<file path="config.mk">
export PLATFORM = sky130hd
export DESIGN_NAME = wsg_mixer
export DESIGN_NICKNAME = d
export VERILOG_FILES = /design/src/rtl/wsg_pkg.sv /design/src/rtl/wsg_reg_file.sv /design/src/rtl/wsg_mixer.sv
export SDC_FILE = /design/constraint.sdc
export NUM_CORES = 1
export LEC_CHECK = 0
export CORE_ASPECT_RATIO = 0.6
export CORE_UTILIZATION = 45
export DETAILED_ROUTE_END_ITERATION = 8
export PLACE_DENSITY = 0.6
export SYNTH_ARGS = -nofsm -noshare
export SYNTH_HDL_FRONTEND = slang
export SYNTH_SLANG_ARGS = --single-unit
</file>
<file path="constraint.sdc">
create_clock -name clk -period 5.5 [get_ports clk]
set_clock_uncertainty 0.1 [all_clocks]
set_input_delay 0.55 -clock clk [delete_from_list [all_inputs] [get_ports clk]]
set_output_delay 0.55 -clock clk [all_outputs]
set_load 0.01 [all_outputs]
</file>
<file path="src/rtl/wsg_pkg.sv">
// Shared types and constants for the parametrised waveform sound generator.
// Register offsets are relative to the window base; each voice occupies a 5-byte stride.
package wsg_pkg;

  typedef enum logic [2:0] {
    ST_IDLE,
    ST_ADDR,
    ST_WAIT,
    ST_MAC,
    ST_OUT
  } wsg_state_t;

  localparam logic [7:0] WAVE_OFS     = 8'h05;
  localparam logic [7:0] FREQ_OFS     = 8'h10;
  localparam logic [7:0] VOL_OFS      = 8'h15;
  localparam int         VOICE_STRIDE = 5;

  localparam int WAVE_IDX_W  = 3;
  localparam int SAMPLE_W    = 4;
  localparam int VOL_W       = 4;
  localparam int PHASE_IDX_W = 5;

  function automatic logic [15:0] reg_addr(input logic [15:0] base, input logic [7:0] ofs,
                                           input int voice, input int nib);
    return base + 16'(ofs) + 16'(VOICE_STRIDE * voice + nib);
  endfunction

endpackage

</file>
<file path="src/rtl/wsg_reg_file.sv">
// CPU-writable per-voice wave index, frequency and volume registers.
// Voices above 0 have no frequency nibble 0; that address belongs to the previous voice's volume.
module wsg_reg_file
  import wsg_pkg::*;
#(
  parameter int          NUM_VOICES = 3,
  parameter int          ACC_W      = 20,
  parameter logic [15:0] ADDR_BASE  = 16'h5040
) (
  input  logic                  clk,
  input  logic                  rst,
  input  logic                  wr_en,
  input  logic [15:0]           ram_addr,
  input  logic [7:0]            cpu_data,
  output logic [WAVE_IDX_W-1:0] wave_q [NUM_VOICES],
  output logic [ACC_W-1:0]      freq_q [NUM_VOICES],
  output logic [VOL_W-1:0]      vol_q  [NUM_VOICES]
);

  logic [WAVE_IDX_W-1:0] wave_d [NUM_VOICES];
  logic [ACC_W-1:0]      freq_d [NUM_VOICES];
  logic [VOL_W-1:0]      vol_d  [NUM_VOICES];
  logic                  cpu_data_unused;

  assign cpu_data_unused = ^cpu_data[7:4];

  always_comb begin
    wave_d = wave_q;
    freq_d = freq_q;
    vol_d  = vol_q;
    for (int v = 0; v < NUM_VOICES; v++) begin
      if (wr_en && ram_addr == reg_addr(ADDR_BASE, WAVE_OFS, v, 0))
        wave_d[v] = cpu_data[WAVE_IDX_W-1:0];
      if (wr_en && ram_addr == reg_addr(ADDR_BASE, VOL_OFS, v, 0))
        vol_d[v] = cpu_data[VOL_W-1:0];
      for (int n = 0; n < ACC_W / 4; n++) begin
        if (wr_en && (v == 0 || n != 0) && ram_addr == reg_addr(ADDR_BASE, FREQ_OFS, v, n))
          freq_d[v][4*n +: 4] = cpu_data[3:0];
      end
      if (v != 0)
        freq_d[v][3:0] = '0;
    end
  end

  always_ff @(posedge clk) begin
    if (rst) begin
      for (int v = 0; v < NUM_VOICES; v++) begin
        wave_q[v] <= '0;
        freq_q[v] <= '0;
        vol_q[v]  <= '0;
      end
    end else begin
      wave_q <= wave_d;
      freq_q <= freq_d;
      vol_q  <= vol_d;
    end
  end

endmodule

</file>
<file path="src/rtl/wsg_mixer.sv">
// Multi-voice wavetable mixer: sample-rate divider, phase accumulators, shared-ROM sequencer and MAC.
// Define WSG_SATURATE_EN to clamp the mix at 255 instead of wrapping it like the legacy mixer.
module wsg_mixer
  import wsg_pkg::*;
#(
  parameter int          NUM_VOICES = 3,
  parameter int          ACC_W      = 20,
  parameter int          RATE_DIV   = 1042,
  parameter int          OUT_W      = 10,
  parameter logic [15:0] ADDR_BASE  = 16'h5040
) (
  input  logic             clk,
  input  logic             rst,
  input  logic             wr_en,
  input  logic [15:0]      ram_addr,
  input  logic [7:0]       cpu_data,
  output logic [7:0]       rom_addr,
  input  logic [7:0]       rom_data,
  output logic [OUT_W-1:0] sample_out,
  output logic             sample_valid,
  output logic             overrun
);

  localparam int MIX_W = 8 + $clog2(NUM_VOICES + 1);
  localparam int CNT_W = $clog2(RATE_DIV);
  localparam int V_W   = 2;

  logic [WAVE_IDX_W-1:0] wave_q [NUM_VOICES];
  logic [ACC_W-1:0]      freq_q [NUM_VOICES];
  logic [VOL_W-1:0]      vol_q  [NUM_VOICES];

  wsg_state_t        state_q, state_d;
  logic [CNT_W-1:0]  cnt_q, cnt_d;
  logic [V_W-1:0]    v_q, v_d;
  logic [ACC_W-1:0]  acc_q [NUM_VOICES];
  logic [ACC_W-1:0]  acc_d [NUM_VOICES];
  logic [MIX_W-1:0]  mix_q, mix_d;
  logic [7:0]        rom_addr_q, rom_addr_d;
  logic [OUT_W-1:0]  sample_out_q, sample_out_d;
  logic              sample_valid_q, sample_valid_d;
  logic              overrun_q, overrun_d;

  logic                  tick;
  logic [WAVE_IDX_W-1:0] cur_wave;
  logic [ACC_W-1:0]      cur_acc;
  logic [VOL_W-1:0]      cur_vol;
  logic [7:0]            product;
  logic [7:0]            mix8;
  logic                  rom_data_unused;

  wsg_reg_file #(
    .NUM_VOICES (NUM_VOICES),
    .ACC_W      (ACC_W),
    .ADDR_BASE  (ADDR_BASE)
  ) u_regs (
    .clk      (clk),
    .rst      (rst),
    .wr_en    (wr_en),
    .ram_addr (ram_addr),
    .cpu_data (cpu_data),
    .wave_q   (wave_q),
    .freq_q   (freq_q),
    .vol_q    (vol_q)
  );

  assign rom_data_unused = ^rom_data[7:SAMPLE_W];
  assign tick            = (cnt_q == CNT_W'(RATE_DIV - 1));
  assign cnt_d           = tick ? '0 : cnt_q + CNT_W'(1);
  assign product         = {4'b0, rom_data[SAMPLE_W-1:0]} * {4'b0, cur_vol};

`ifdef WSG_SATURATE_EN
  assign mix8 = (mix_q > MIX_W'(255)) ? 8'hFF : mix_q[7:0];
`else
  assign mix8 = mix_q[7:0];
`endif

  always_comb begin
    cur_wave = '0;
    cur_acc  = '0;
    cur_vol  = '0;
    for (int v = 0; v < NUM_VOICES; v++) begin
      if (v_q == V_W'(v)) begin
        cur_wave = wave_q[v];
        cur_acc  = acc_q[v];
        cur_vol  = vol_q[v];
      end
    end
  end

  // One voice per ADDR/WAIT/MAC triple; the ROM address is registered so data lands in MAC.
  always_comb begin
    state_d        = state_q;
    v_d            = v_q;
    acc_d          = acc_q;
    mix_d          = mix_q;
    rom_addr_d     = rom_addr_q;
    sample_out_d   = sample_out_q;
    sample_valid_d = 1'b0;
    overrun_d      = overrun_q | (tick && state_q != ST_IDLE);
    case (state_q)
      ST_IDLE: begin
        if (tick) begin
          mix_d   = '0;
          v_d     = '0;
          state_d = ST_ADDR;
        end
      end
      ST_ADDR: begin
        rom_addr_d = {cur_wave, cur_acc[ACC_W-1 -: PHASE_IDX_W]};
        for (int v = 0; v < NUM_VOICES; v++) begin
          if (v_q == V_W'(v))
            acc_d[v] = acc_q[v] + freq_q[v];
        end
        state_d = ST_WAIT;
      end
      ST_WAIT: state_d = ST_MAC;
      ST_MAC: begin
        mix_d = mix_q + MIX_W'(product);
        if (v_q == V_W'(NUM_VOICES - 1)) begin
          state_d = ST_OUT;
        end else begin
          v_d     = v_q + V_W'(1);
          state_d = ST_ADDR;
        end
      end
      ST_OUT: begin
        sample_out_d   = OUT_W'(mix8) << (OUT_W - 8);
        sample_valid_d = 1'b1;
        state_d        = ST_IDLE;
      end
      default: state_d = ST_IDLE;
    endcase
  end

  always_ff @(posedge clk) begin
    if (rst) begin
      state_q        <= ST_IDLE;
      cnt_q          <= '0;
      v_q            <= '0;
      mix_q          <= '0;
      rom_addr_q     <= '0;
      sample_out_q   <= '0;
      sample_valid_q <= 1'b0;
      overrun_q      <= 1'b0;
      for (int v = 0; v < NUM_VOICES; v++)
        acc_q[v] <= '0;
    end else begin
      state_q        <= state_d;
      cnt_q          <= cnt_d;
      v_q            <= v_d;
      mix_q          <= mix_d;
      rom_addr_q     <= rom_addr_d;
      sample_out_q   <= sample_out_d;
      sample_valid_q <= sample_valid_d;
      overrun_q      <= overrun_d;
      acc_q          <= acc_d;
    end
  end

  assign rom_addr     = rom_addr_q;
  assign sample_out   = sample_out_q;
  assign sample_valid = sample_valid_q;
  assign overrun      = overrun_q;

endmodule
</file>
; After elaboration in Yosys (flattened, before gate mapping)
; Cells that the tools add are included.
[classes]
n_addsub = 6
multipliers = 1
n_eq_ne = 28
muxes = 18
bitwise_logic = 1
reduce_logical = 30
[op_table]
columns = operator, n
row1 = $eq 16x15->1 const B, 19
row2 = $add 20x20->20, 3
row3 = $mux 20, 3
row4 = $logic_and 1x1->1, 20
row5 = $pmux 10 s2, 1
row6 = $mux 3, 5
row7 = $mux 4, 3
row8 = $pmux 3 s4, 1
row9 = $add 11x1->11 const B, 1
row10 = $eq 11x11->1 const B, 1
row11 = $add 10x8->10, 1
row12 = $mux 10, 1
row13 = $mul 4x4->8, 1
row14 = $reduce_and 2->1, 4
row15 = $eq 3x2->1 const B, 2
row16 = $mux 2, 2
row17 = $ne 2x2->1 const B, 2
row18 = $pmux 2 s2, 1
row19 = $eq 3x1->1 const B, 1
row20 = $eq 3x3->1 const B, 1
row21 = $logic_not 3->1, 1
row22 = $reduce_and 3->1, 1
row23 = $reduce_bool 3->1, 1
row24 = $add 2x1->2 const B, 1
row25 = 7 further kinds, 7
[totals]
regBits = 185
word_cells = 116

; Longest topological paths before layout
; Gate-level depths: netlist of the first run.
[depth]
ltp_word = 7
depth_mapped = 21

; By module
; Synthesis of the first run repeated with hierarchy kept, for this count alone.
[hier_totals]
cells_unflattened = 1265
area_unflattened_um2 = 10565.1
[by_module_without_submodules]
columns = mod, instances, cells_per_inst, area_per_inst_um2
row1 = wsg_mixer, 1, 958, 7489.7
row2 = wsg_reg_file, 1, 307, 3075.4

; Least setup slack after synthesis of the first run
; Ideal clock, no wire load.
[synth_timing]
path_type = register to register
startpoint = register v_q[1]
endpoint = register mix_q[7]
t_arrival_ns = 4.411
required_time_ns = 5.322
setup_slack_ns = 0.911
stages_incl_launch_ff = 20
synth_period_minus_slack_ns = 4.589
path_cell_list = dfxtp_1 > inv_1 > ha_1 > clkbuf_1 > clkbuf_1 > a21oi_1 > o21ai_0 > nand2_1 > fa_1 > fa_1 > fa_1 > inv_1 > ha_1 > a21o_1 > a21oi_1 > o21bai_1 > a21oi_1 > xnor2_1 > o31a_1 > nor3_1
[synth_via]
elab_chain_len = 7
word_cells_on_any_way = 9
classes_between = 1 x add/sub / 1 x mul / 2 x eq/ne / 4 x mux / 1 x reduce/logical
[synth_lines]
columns = element, line_no
row1 = "start, declared", wsg_mixer.sv:34  ; logic [V_W-1:0] v_q, v_d;
row2 = "start signal, assigned", wsg_mixer.sv:150  ; v_q <= v_d;
row3 = $logic_not 2->1, wsg_mixer.sv:82  ; if (v_q == V_W'(v)) begin
row4 = $mux 4 (2 in a row), wsg_mixer.sv:82
row5 = $mux 4 (*), wsg_mixer.sv:82
row6 = $mul 4x4->8 (*), wsg_mixer.sv:69  ; assign product = {4'b0, rom_data[SAMPLE_W-1:0]} * {4'b0, cur_vol};
row7 = $add 10x8->10 (*), wsg_mixer.sv:118  ; mix_d = mix_q + MIX_W'(product);
row8 = $pmux 10 s2 (*), wsg_mixer.sv:100  ; case (state_q)
row9 = "end signal, assigned", wsg_mixer.sv:151  ; mix_q <= mix_d;
row10 = "end, declared", wsg_mixer.sv:37  ; logic [MIX_W-1:0] mix_q, mix_d;
; Mark *: on every way between the ends. The rest lies on a longest branch, timed or not.
; A chain may end at the register's enable or synchronous reset.

; Final worst setup path of the first run
[layout_timing]
startpoint = register v_q[0]
endpoint = register mix_q[7]
; Same word-level chain as after synthesis.

==> metrics.txt, run 1 <==
Worst path slowest cell fa_1; Synth Flop Type dfxtp_1; CTS H-tree depth 4; Largest stage delay, worst path 530 ps; CTS sink cnt 167; Min Clock Period, post-route 4710 ps; Detail Route Antenna Nets 0; worst path bufs/invs 2; hold_buf cts 0; Final setup viols 0; ratio of cells with drive above 1 in the final layout 5.26%; Hold Startpoint sample_out[6]; # rows 40; first-pass GRT wire length 38.4 mm; I/O Buffers 44; final WL around 24 mm; drt wl/cell between 15 and 20 um; largest area contributor in the netlist dfxtp_1; GR Overflow Total 0; synthesized instance count 1192; area of the die 22000 um2; TritonCTS buffer count 17; reg-to-reg slack, setup 790 ps; Vias/cell 5.47; Starting DRT DRC Count about 720; Rel. slew slack 21.8%; startpoint types flop; arrival time worst endpoint between 4000 and 5000 ps; Post-CTS Setup Inserts 0; Max Buffers Root-to-Sink 2; Crit Path Category reg2reg; Post-synth ARST share 0%; Post-Syn Area per Cell 8.06 um2; number of enable flip-flop cells after synthesis 0; worst slew pin tran 1170 ps; Critical Path RT approximately 5800 ps; Hold Path Class reg2reg; Antenna diodes 0; Pleak 4.41 nW; Worst path top cell family by delay adder cells; IO Count 55; Synthesis Warnings 0; vias 8150; Synth top area share 34.8%; CTS root buffer clkbuf_16; worst reg-to-reg path cell count 19; Reg clk slew, reported paths 60 ps; synth-to-layout area growth 12.6%; hpwl dp 16.7 mm; Post-route DRC 0; synth top area cells dfxtp_1 (35%), ha_1 (9.0%), nand2_1 (6.5%); FMAX 212 MHz; Synth Register Bits 167; Unique masters post-synth between 60 and 70; die extent in y 115 um; run status completed; Peak VDD IR between 0.2 and 0.25 mV; CP max FO 4; Hold WS 353 ps; hold depth 2; # nets final around 1300; reg2reg start v_q[0]; Initial Util 46.9%; RSZ-0062 raised after global routing no; clk_lat worst skew 440 ps; CP Capture Type flop; number of max-cap violations 0; largest net degree at the start of global routing 80; CTS tree built; crit share post-route 85.7%; post_cts resized 0; GR Util All Layers 22.5%; Mapped Area 9610 um2; post-synthesis sequential area ratio 34.8%; initial antenna violation count 0; critical-path cell list inv_1 -> ha_1 -> nand2_1 -> nor2_1 -> a21oi_1 -> o21ai_0 -> nand2_1 -> fa_1 -> fa_1 -> fa_1 -> inv_1 -> ha_1 -> a21o_1 -> a21oi_1 -> o21bai_1 -> a21oi_1 -> xnor2_1 -> o31a_1 -> nor3_1; setup TNS 0 ps; capturing point of the worst reg2reg path mix_q[7]; Pre-antenna DRT Iters 5; Die W 191 um; vias in the first global route 7087; Hold Crit Endpoint sample_out[6]; Fin. Hold Viols 0; Placer Congestion around 0.85; fin. max-slew vios 0; core area ~20000 um2; pwr/cell area 236 nW/um2
metal layers:
layer / routed length (um) / vias to the layer above / GRT usage (%) / part of all wire (%)
li1: - / 4170 / - / -
met1: 13400 / 3769 / 36.3 / 57
met2: 8750 / 201 / 29.5 / 37
met3: 1360 / 10 / 5.07 / 5.8
met4: 146 / 0 / 4.59 / 0.62
met5: 0 / - / 0 / 0
area by class of cell:
| class | count | area, um2 |
|---|---|---|
| clock buffers | 20 | 447 |
| clock inverters | 12 | 166 |
| fillers | 1989 | 9650 |
| inverters | 43 | 161 |
| multi-input cells | 924 | 5880 |
| flip-flops and latches | 167 | 3340 |
| well taps | 273 | 342 |
| repair buffers | 50 | 483 |
state kept, by name, summed over array words and instances (netlist names):
| signal | cells |
|---|---|
| rom_addr | 8 |
| overrun | 1 |
| v_q | 2 |
| u_regs.freq_q | 52 |
| sample_out | 8 |
| u_regs.vol_q | 12 |
| sample_valid | 1 |
| state_q | 3 |
| u_regs.wave_q | 9 |
| cnt_q | 11 |
| acc_q | 52 |
| mix_q | 8 |
worst max path at each step:
stage	startpoint	to	slack (ps)	cells past startpoint
after global placement	v_q[1]	mix_q[7]	910	18
final	v_q[0]	mix_q[7]	790	19
after detailed placement	v_q[0]	mix_q[7]	820	19
after global routing	v_q[1]	mix_q[7]	500	18
after CTS	v_q[0]	mix_q[7]	790	19
after floorplan	v_q[1]	mix_q[7]	910	19
logic make-up (layout without fill, tap and decap cells):
kind of cell	count (synthesis)	after routing	share of synthesized area, %
buf+inv	102	125	4.18
simple gates	463	463	22.2
xor+xnor	38	38	3.46
other cells	1	2	0.0390
fa+ha+maj	81	81	11.5
flops	167	167	34.8
compound gates	285	285	18.0
mux	55	55	5.75
cell usage after synthesis, types with 3 or more instances:
cell,n
dfxtp_1,167
nand2_1,166
nor2_1,138
a21oi_1,117
ha_1,69
o21ai_0,66
mux2i_1,53
clkbuf_1,43
inv_1,43
nand3_1,35
a21o_1,24
xor2_1,21
nor3_1,20
xnor2_1,17
and2_1,15
o21a_1,14
a211oi_1,13
nor2b_1,13
fa_1,12
and3_1,11
or3_1,11
a22oi_1,8
a31oi_1,8
nand4_1,8
buf_1,7
buf_2,6
and4_1,5
nor4_1,5
nor4b_1,5
o21bai_1,5
a211o_1,4
nor2_2,4
o211ai_1,4
o22ai_1,4
or2_2,4
buf_4,3
nand2b_1,3
nand3b_1,3
nor2_4,3
nor3b_1,3
worst reg2reg max path, delay by kind of cell (launching register included):
kind / cells / cell delay [ps]
flops: 1 / 340
buf+inv: 2 / 130
fa+ha+maj: 5 / 2120
simple gates: 4 / 460
compound gates: 7 / 1370
xor+xnor: 1 / 110
cell usage in the layout, fill, tap and decap left out, drive strengths merged, types with 3 or more instances in the layout:
cell	instances
or3	12
nand3	36
fa	12
a21oi	118
xnor2	17
buf	7
nor4b	5
clkdlybuf4s50	43
o211ai	6
bufinv	3
a31oi	8
nor3	20
nor4	5
o22ai	4
o21a	14
a21o	24
a22oi	8
nand4	8
clkbuf	20
nor2b	13
nand3b	3
a211oi	14
and3	11
nand2b	3
a221oi	3
inv	47
nand2	168
o21ai	69
mux2i	53
and4	5
clkinv	3
o21bai	5
or2	4
nor2	145
nor3b	3
and2	15
ha	69
dfxtp	167
xor2	21
a211o	4
through the flow:
step                worst slack, ps  power (mW)  util [%]  cells  instance area, um2
finish                          788        2.55      52.8   1489               10800
global route                    499        2.63      52.8   1489               10800
detailed placement              820        1.32      49.9   1457               10200
floorplan                       911        1.28         -   1193                9610
global placement                915        1.32      49.9   1457               10200
CTS                             793        2.57      52.8   1489               10800
power breakdown:
group | internal, mW | switching (mW)
logic | 0.0232 | 0.0511
registers | 1.21 | 0.00214
clock network | 0.735 | 0.532
total | 1.97 | 0.586
No activity file was read; power rests on OpenSTA's default activity.
==> run 2: changes to the inputs <==
Settings changed: CAP_MARGIN set to 15.
==> results of run 2 <==
No change in the layout: final DEF, timing and power equal those of run 1.
